## src/rtl/ifetch.sv

```systemverilog
// Instruction fetch: drives word addresses into imem, absorbs its one-cycle read
// latency and hands {pc, word, fault} to decode through a 2-entry valid/ready buffer.
module ifetch #(
  parameter logic [31:0] RESET_PC = 32'h0000_0000
) (
  input  logic        clk,
  input  logic        rst,
  input  logic        fetch_en,
  input  logic        redirect_valid,
  input  logic [31:0] redirect_pc,
  output logic [31:0] imem_addr,
  output logic        imem_write_en,
  output logic [31:0] imem_write_data,
  input  logic [31:0] imem_read_data,
  output logic        inst_valid,
  input  logic        inst_ready,
  output logic [31:0] inst_data,
  output logic [31:0] inst_pc,
  output logic        inst_fault,
  output logic        halted
);

  localparam logic [0:0] ST_RUN  = 1'b0;
  localparam logic [0:0] ST_HALT = 1'b1;

  logic [0:0]  r_state;
  logic [31:0] r_fetch_pc;
  logic        r_inflight;
  logic [31:0] r_inflight_pc;
  logic [1:0]  r_occ;

  logic [31:0] r_pc0;
  logic [31:0] r_pc1;
  logic [31:0] r_data0;
  logic [31:0] r_data1;
  logic        r_fault0;
  logic        r_fault1;

  logic        w_pop;
  logic        w_issue;
  logic        w_push;
  logic        w_fault_in;
  logic        w_halted;
  logic        w_wr_head;
  logic [1:0]  w_committed;
  logic [31:0] w_pc_inc;

  assign w_halted   = (r_state == ST_HALT);
  assign w_pop      = inst_valid & inst_ready;
  assign w_fault_in = (imem_read_data == 32'hFFFF_FFFF);
  assign w_pc_inc   = r_fetch_pc + 32'd4;

  // Slots already spoken for after this cycle's pop: buffered plus the response in flight.
  assign w_committed = r_occ + {1'b0, r_inflight} - {1'b0, w_pop};
  assign w_issue     = fetch_en & ~w_halted & ~redirect_valid & (w_committed < 2'd2);

  // Once halted, the fetch issued alongside the faulting one is discarded.
  assign w_push    = r_inflight & ~redirect_valid & ~w_halted;
  assign w_wr_head = (r_occ == {1'b0, w_pop});

  assign imem_addr       = r_fetch_pc;
  assign imem_write_en   = 1'b0;
  assign imem_write_data = '0;

  assign inst_valid = (r_occ != 2'd0);
  assign inst_pc    = r_pc0;
  assign inst_data  = r_data0;
  assign inst_fault = r_fault0;
  assign halted     = w_halted;

  always_ff @(posedge clk or posedge rst) begin
    if (rst) begin
      r_fetch_pc    <= RESET_PC;
      r_inflight    <= 1'b0;
      r_inflight_pc <= '0;
      r_occ         <= 2'd0;
      r_state       <= ST_RUN;
    end else begin
      r_inflight <= w_issue;
      if (w_issue) begin
        r_inflight_pc <= r_fetch_pc;
      end

      if (redirect_valid) begin
        r_fetch_pc <= redirect_pc;
      end else if (w_issue) begin
        r_fetch_pc <= w_pc_inc;
      end

      if (redirect_valid) begin
        r_occ <= 2'd0;
      end else begin
        r_occ <= r_occ + {1'b0, w_push} - {1'b0, w_pop};
      end

      if (redirect_valid) begin
        r_state <= ST_RUN;
      end else if (w_push && w_fault_in) begin
        r_state <= ST_HALT;
      end
    end
  end

  // Two-slot shift buffer: slot 0 is always the head presented to decode.
  always_ff @(posedge clk or posedge rst) begin
    if (rst) begin
      r_pc0    <= '0;
      r_pc1    <= '0;
      r_data0  <= '0;
      r_data1  <= '0;
      r_fault0 <= 1'b0;
      r_fault1 <= 1'b0;
    end else begin
      if (w_pop) begin
        r_pc0    <= r_pc1;
        r_data0  <= r_data1;
        r_fault0 <= r_fault1;
      end
      if (w_push) begin
        if (w_wr_head) begin
          r_pc0    <= r_inflight_pc;
          r_data0  <= imem_read_data;
          r_fault0 <= w_fault_in;
        end else begin
          r_pc1    <= r_inflight_pc;
          r_data1  <= imem_read_data;
          r_fault1 <= w_fault_in;
        end
      end
    end
  end

  a_no_overflow: assert property (@(posedge clk) disable iff (rst)
    !(w_push && !w_pop && (r_occ == 2'd2)));

  a_occ_range: assert property (@(posedge clk) disable iff (rst)
    (r_occ != 2'd3));

endmodule

```

## config.mk

```make
export PLATFORM = sky130hd
export DESIGN_NAME = ifetch
export DESIGN_NICKNAME = d
export VERILOG_FILES = /design/src/rtl/ifetch.sv
export SDC_FILE = /design/constraint.sdc
export NUM_CORES = 1
export LEC_CHECK = 0
export BUFFER_PORTS_ARGS = -buffer_cell sky130_fd_sc_hd__buf_2
export CORE_MARGIN = 2
export CORE_UTILIZATION = 46
export CTS_CLUSTER_DIAMETER = 50
export CTS_CLUSTER_SIZE = 24
export DETAILED_ROUTE_END_ITERATION = 10
export PLACE_DENSITY = 0.7
export SETUP_SLACK_MARGIN = 0.2
export SYNTH_ARGS = -nofsm -noshare
export SYNTH_HDL_FRONTEND = slang
export SYNTH_SLANG_ARGS = --single-unit
```

## constraint.sdc

```tcl
create_clock -name clk -period 7.1 [get_ports clk]
set_input_delay 0.71 -clock clk [delete_from_list [all_inputs] [get_ports clk]]
set_output_delay 0.71 -clock clk [all_outputs]
set_load 0.03 [all_outputs]
```

# ---- Word-level counts from Yosys, hierarchy flattened
# Cells that the tools add are included.
dict set report totals {
  register_bits 198
  input_bits 69
  output_inout_bits 132
  elab_cells 47
}
dict set report classes {
  n_addsub 5
  magnitude_cmp 1
  eq_ne 2
  mux 14
  bitwise_logic 9
  n_reduce_logical 5
}
# op n
set op_table {}
lappend op_table {{32-bit 2-to-1 mux} 8}
lappend op_table {{32-bit by 3-bit adder with 32-bit output (second input constant)} 1}
lappend op_table {{32-bit == test (second input constant)} 1}
lappend op_table {{1-bit AND} 6}
lappend op_table {{2-bit nonzero test} 3}
lappend op_table {{1-bit 2-to-1 mux} 5}
lappend op_table {{2-bit by 1-bit adder with 2-bit output} 2}
lappend op_table {{2-bit by 1-bit subtractor with 2-bit output} 2}
lappend op_table {{1-bit inverter} 3}
lappend op_table {{2-bit by 1-bit == test with 1-bit output} 1}
lappend op_table {{2-bit less-than comparator (second input constant)} 1}
lappend op_table {{2-bit 2-to-1 mux} 1}
lappend op_table {{2-bit AND reduction} 1}
lappend op_table {{1-bit logical AND} 1}

# ---- Depth between registers and ports, before layout
dict set report depth {
  depth_word 7
  mapped_depth 12
  ltp_nobuf 9
}

# ---- Worst setup path after synthesis
# No wires, ideal clock.
dict set report synth_path {
  path_type {register to register}
  from {register r_occ[1]}
  to {register r_fetch_pc[28], in the netlist imem_addr[28]}
  setup_time_ns 0.069
  arrival_time_ns 3.483
  required_ns 7.031
  setup_slack_ns 3.547
  stages_incl_launch_ff 13
  n_path_buf 3
  synth_period_minus_slack_ns 3.553
  path_cell_list {dfrtp_1 or2_2 nand2_1 clkbuf_1 buf_2 inv_1 ha_1 xor2_1 or3_1 a2111o_1 buf_2 or4_1 nand3_1}
}
dict set report synth_via {
  elab_chain_cells 6
  word_cells_on_any_way 7
  classes_between {add/sub (2); order compare (1); bitwise (2); reduce/logical (2)}
}
# element line_no
set synth_lines {}
lappend synth_lines {{start: declaration} 30} ;# logic [1:0] r_occ;
lappend synth_lines {{start signal: assignment} 93} ;# r_occ <= r_occ + {1'b0, w_push} - {1'b0, w_pop};
lappend synth_lines {{2-bit nonzero test} 65} ;# assign inst_valid = (r_occ != 2'd0);
lappend synth_lines {{via inst_valid} 15} ;# output logic inst_valid,
lappend synth_lines {{1-bit AND} 49} ;# assign w_pop = inst_valid & inst_ready;
lappend synth_lines {{2-bit by 1-bit subtractor with 2-bit output} 54} ;# assign w_committed = r_occ + {1'b0, r_inflight} - {1'b0, w_pop};
lappend synth_lines {{2-bit less-than comparator} 55} ;# assign w_issue = fetch_en & ~w_halted & ~redirect_valid & (w_committed < 2'd2);
lappend synth_lines {{1-bit AND} 55}
lappend synth_lines {{2-bit nonzero test (no source line)} -}
lappend synth_lines {{end signal: assignment} 85} ;# r_fetch_pc <= redirect_pc;
lappend synth_lines {{end signal: assignment} 87} ;# r_fetch_pc <= w_pc_inc;
lappend synth_lines {{end: declaration} 27} ;# logic [31:0] r_fetch_pc;
# The timed path passes the listed nets, and every way through them passes these cells.
# A chain may end at the register's enable or synchronous reset.

# ---- Worst setup path after layout
dict set report layout_path {
  from {register r_occ[1]}
  to {register r_inflight_pc[26]}
}
dict set report layout_via {
  elab_chain_cells 5
  word_cells_on_any_way 6
  classes_between {add/sub (2); order compare (1); bitwise (2); reduce/logical (1)}
}
# element line_no
set layout_lines {}
lappend layout_lines {{branches (longest 2 deep; another with 2-bit by 1-bit adder with 2-bit output)} -}
lappend layout_lines {{2-bit by 1-bit subtractor with 2-bit output *} 54}
lappend layout_lines {{2-bit less-than comparator *} 55}
lappend layout_lines {{1-bit AND *} 55}
lappend layout_lines {{end signal: assignment} 81} ;# r_inflight_pc <= r_fetch_pc;
lappend layout_lines {{end: declaration} 29} ;# logic [31:0] r_inflight_pc;
# Every way passes the cells marked *.

==> out/qor.csv <==
stage,metric,value,unit
outcome,status,completed,
sta,post-route clock period utilization,52.5,%
logic_synthesis,Syn Inst Count,779,
critical_path,path depth of the worst reg2reg path,9,
critical_path,data arrival time of the critical path,4.05,ns
final_layout,nets,996,
sta,Final Critical Period,3.73,ns
critical_path,r2r startpoint,r_occ[1]$_DFF_PP0_,
cts,clk_lat worst skew,0.44,ns
logic_synthesis,register bit total from synthesis,198,
logic_synthesis,post-synth cell types,39,
floorplanning,chip height,144,um
logic_synthesis,"Seq/Total Area, Yosys",55.1,%
drt,first drt pass iteration count,5,
cts,CTS tree,done,
sta,worst slew pin tran,1.04,ns
cts,Num CTS Buffers,17,
drt,drt total wl,19300,um
logic_synthesis,YS warnings,0,
logic_synthesis,Avg Inst Size Synth,11.5,um2
drt,Iteration-0 DRC Markers,438,
critical_path,Startpoint Class,flop,
min_path,Hold Crit Class,in2reg,
drt,Vias,6220,
final_layout,area occupied by multi-input gates,3720,um2
critical_path,CP max-delay cell,nor3_2,
pwr,worst ir drop on vdd,0.187,mV
final_layout,design area,10500,um2
critical_path,CP peak stage delay,0.77,ns
floorplanning,core footprint,19300,um2
placement,GPL Wtd Cong,0.812,
pwr,pwr dens,414,nW/um2
run,max-cap violations,0,
global_route,initial antenna violation count,1,
placement,Area after DPL,9930,um2
cts,H-tree depth,4,
final_layout,ANT cells,0,
cts,Post-CTS Resized,0,
final_layout,Syn-to-layout area delta,17.1,%
pwr,leak pwr,5.18,nW
floorplanning,die area,20700,um2
sta,Hold Fails Final Rpt,0,
sta,Layout Skew,0.00854,ns
sta,Slew Limit Headroom,30.2,%
critical_path,Critical R2R Capture,r_inflight_pc[26]$_DFFE_PP0P_,
sta,RSZ-0062 raised after global routing,no,
drt,post-DR wirelength/cell,16.0,um
min_path,Worst Hold End,imem_addr[7]$_DFFE_PP0P_,
global_route,Congestion Overflow GR,0,
floorplanning,Rows,51,
final_layout,fill cell count,1717,
critical_path,Worst Path Required,7.42,ns
global_route,vias in the first global route,5938,
cts,root buf cell,clkbuf_16,
critical_path,crit end category,flop,
global_route,GRT Total Usage,19.4,%
sta,max-slew violations,0,
drt,DRC viols,0,
sta,# setup viols final,0,
logic_synthesis,cell area after synthesis,9000,um2
global_route,first-pass GRT wire length,31400,um
final_layout,FF+latch area,4950,um2
critical_path,crit-path max FO,21,
floorplanning,Ports,201,
global_route,largest net degree at the start of global routing,143,
placement,PortBufs,167,
min_path,worst hold stages,3,
cts,Bufs on Longest Clock Path,2,
cts,Sink Count,198,
drt,vias per inst,5.18,
cts,"Hold-fix buffers, CTS",0,
critical_path,cells along the critical path,or2_2 -> nand2_4 -> inv_1 -> ha_1 -> nor2b_1 -> xor2_1 -> nor3_2 -> buf_4 -> mux2_2,
critical_path,Bufs and invs on worst path,2,
floorplanning,Die Width,144,um
sta,setup_tns,0,ns
critical_path,crit path kind,reg2reg,
cts,Setup Buffers After CTS,0,
cts,Worst-path clk slew,0.07,ns
critical_path,critical path's top delay family,simple AND/OR/NAND/NOR gates,
sta,top achievable clock speed,268,MHz
final_layout,layout cells sized above 1,32.9,%
critical_path,Worst R2R Setup Slack,3.37,ns
min_path,Hold Crit Start,redirect_pc[7],
drt,post-route ant nets,0,
placement,Detail Placement HPWL,12800,um
floorplanning,Starting Density,46.5,%
==> cells in the final DEF (no fill, tap or decap), drive strengths merged, types with 3 or more instances in the layout <==
cell type,instances
nor4,7
mux2i,67
nor2b,6
buf,172
nor2,10
xnor2,19
bufinv,3
a22oi,3
nand4,14
and4,4
nand2b,4
nor3,6
xor2,3
ha,4
o21ai,86
clkinv,3
mux2,98
or4,6
dfrtp,198
nand2,104
nand3,18
nor3b,4
conb,33
inv,17
a221o,5
clkbuf,18
a2111oi,11
==> worst reg2reg max path: stages, from the launching register on <==
cell	delay, ns
dfrtp_1	0.42
or2_2	0.33
nand2_4	0.31
inv_1	0.13
ha_1	0.31
nor2b_1	0.20
xor2_1	0.31
nor3_2	0.77
buf_4	0.44
mux2_2	0.39
==> power by group <==
| group | total (W) | switching [W] | internal (W) |
|---|---|---|---|
| clock network | 0.00101 | 0.000448 | 0.000565 |
| registers | 0.00187 | 0.000283 | 0.00158 |
| logic | 0.00148 | 0.000884 | 0.000596 |
| total | 0.00436 | 0.00161 | 0.00274 |
==> area by class of cell <==
| cell class | count | area share, % |
|---|---|---|
| clock inverter | 14 | 1.75 |
| clock buffer | 18 | 4.07 |
| sequential | 198 | 47.0 |
| tap | 265 | 3.15 |
| timing repair buffer | 172 | 8.29 |
| multi-input combinational | 524 | 35.3 |
| inverter | 10 | 0.427 |
==> logic make-up after synthesis <==
| family | share of synthesized area (%) |
|---|---|
| AOI/OAI and AO/OA | 7.25 |
| xor gates and xnor gates | 2.14 |
| adders and majority gates | 0.556 |
| buffers and inverters | 5.20 |
| DFF | 55.1 |
| muxes | 19.7 |
| other | 0.0417 |
| and+or+nand+nor | 10.0 |
==> layer usage <==
metal  up-vias  GRT usage, %  wire [um]
met1      3042          28.6       9290
met3        20          3.63        961
met5         -             0          8
li1       2983             -          -
met2       173          28.4       8700
met4         2          7.89        301
==> through the flow <==
| stage | hold slack [ns] | util, % | total power [W] | std cells | worst slack, ns |
|---|---|---|---|---|---|
| 2_1_floorplan | 0.449 | - | 0.00296 | 811 | 0.993 |
| 3_3_place_gp | 0.462 | 51.3 | 0.00333 | 1169 | 3.37 |
| 3_5_place_dp | 0.473 | 51.3 | 0.00339 | 1169 | 3.25 |
| 6_report | 0.476 | 54.5 | 0.00436 | 1201 | 3.37 |
| 4_1_cts | 0.461 | 54.5 | 0.00440 | 1201 | 3.32 |
| 5_1_grt | 0.467 | 54.5 | 0.00463 | 1201 | 3.03 |
==> cells in the mapped netlist <==
master | count | share of area (%)
a2111o_1 | 1 | 0.13
mux2_2 | 98 | 12
nor4_1 | 7 | 0.49
a221o_1 | 5 | 0.56
buf_2 | 8 | 0.45
buf_4 | 33 | 2.8
clkbuf_1 | 36 | 1.5
nand2_1 | 104 | 4.3
nor2b_1 | 6 | 0.42
and3_1 | 1 | 0.070
nor2_1 | 10 | 0.42
nor3b_1 | 4 | 0.33
a21oi_1 | 2 | 0.11
o21ai_0 | 81 | 4.5
buf_1 | 2 | 0.083
xor2_1 | 3 | 0.29
and4_1 | 4 | 0.39
mux2i_1 | 67 | 7.5
nand3b_1 | 1 | 0.083
or3b_1 | 1 | 0.097
a211o_1 | 2 | 0.19
o21ai_1 | 5 | 0.28
nor4b_1 | 1 | 0.097
dfrtp_1 | 198 | 55
xnor2_1 | 19 | 1.8
conb_1 | 1 | 0.042
nand2b_1 | 4 | 0.28
a22oi_1 | 3 | 0.25
nand3_1 | 18 | 1.0
or2_2 | 1 | 0.070
or4_1 | 6 | 0.50
a2111oi_2 | 1 | 0.17
a2111oi_1 | 6 | 0.67
nor3_1 | 6 | 0.33
or3_1 | 2 | 0.14
inv_1 | 10 | 0.42
ha_1 | 4 | 0.56
a2111oi_0 | 4 | 0.39
nand4_1 | 14 | 0.97
==> worst max path at each step <==
stage / cells past startpoint / endpoint / slack [ns] / from
4_1_cts: 9 / r_inflight_pc[26]$_DFFE_PP0P_ / 3.32 / r_occ[1]$_DFF_PP0_
6_report: 9 / r_inflight_pc[26]$_DFFE_PP0P_ / 3.37 / r_occ[1]$_DFF_PP0_
3_3_place_gp: 9 / r_inflight_pc[25]$_DFFE_PP0P_ / 3.37 / inst_ready
3_5_place_dp: 9 / r_inflight_pc[26]$_DFFE_PP0P_ / 3.25 / inst_ready
2_1_floorplan: 1 / halted$_DFFE_PP0P_ / 0.99 / rst
5_1_grt: 9 / r_inflight_pc[20]$_DFFE_PP0P_ / 3.03 / r_occ[1]$_DFF_PP0_
==> flip-flops by register name, summed over array words and instances, names as in the netlist <==
register	count
r_occ	2
inst_fault	1
imem_addr	32
r_fault1	1
r_inflight_pc	32
r_data1	32
inst_data	32
inst_pc	32
halted	1
r_pc1	32
r_inflight	1
(Power assumes the default switching activity.)
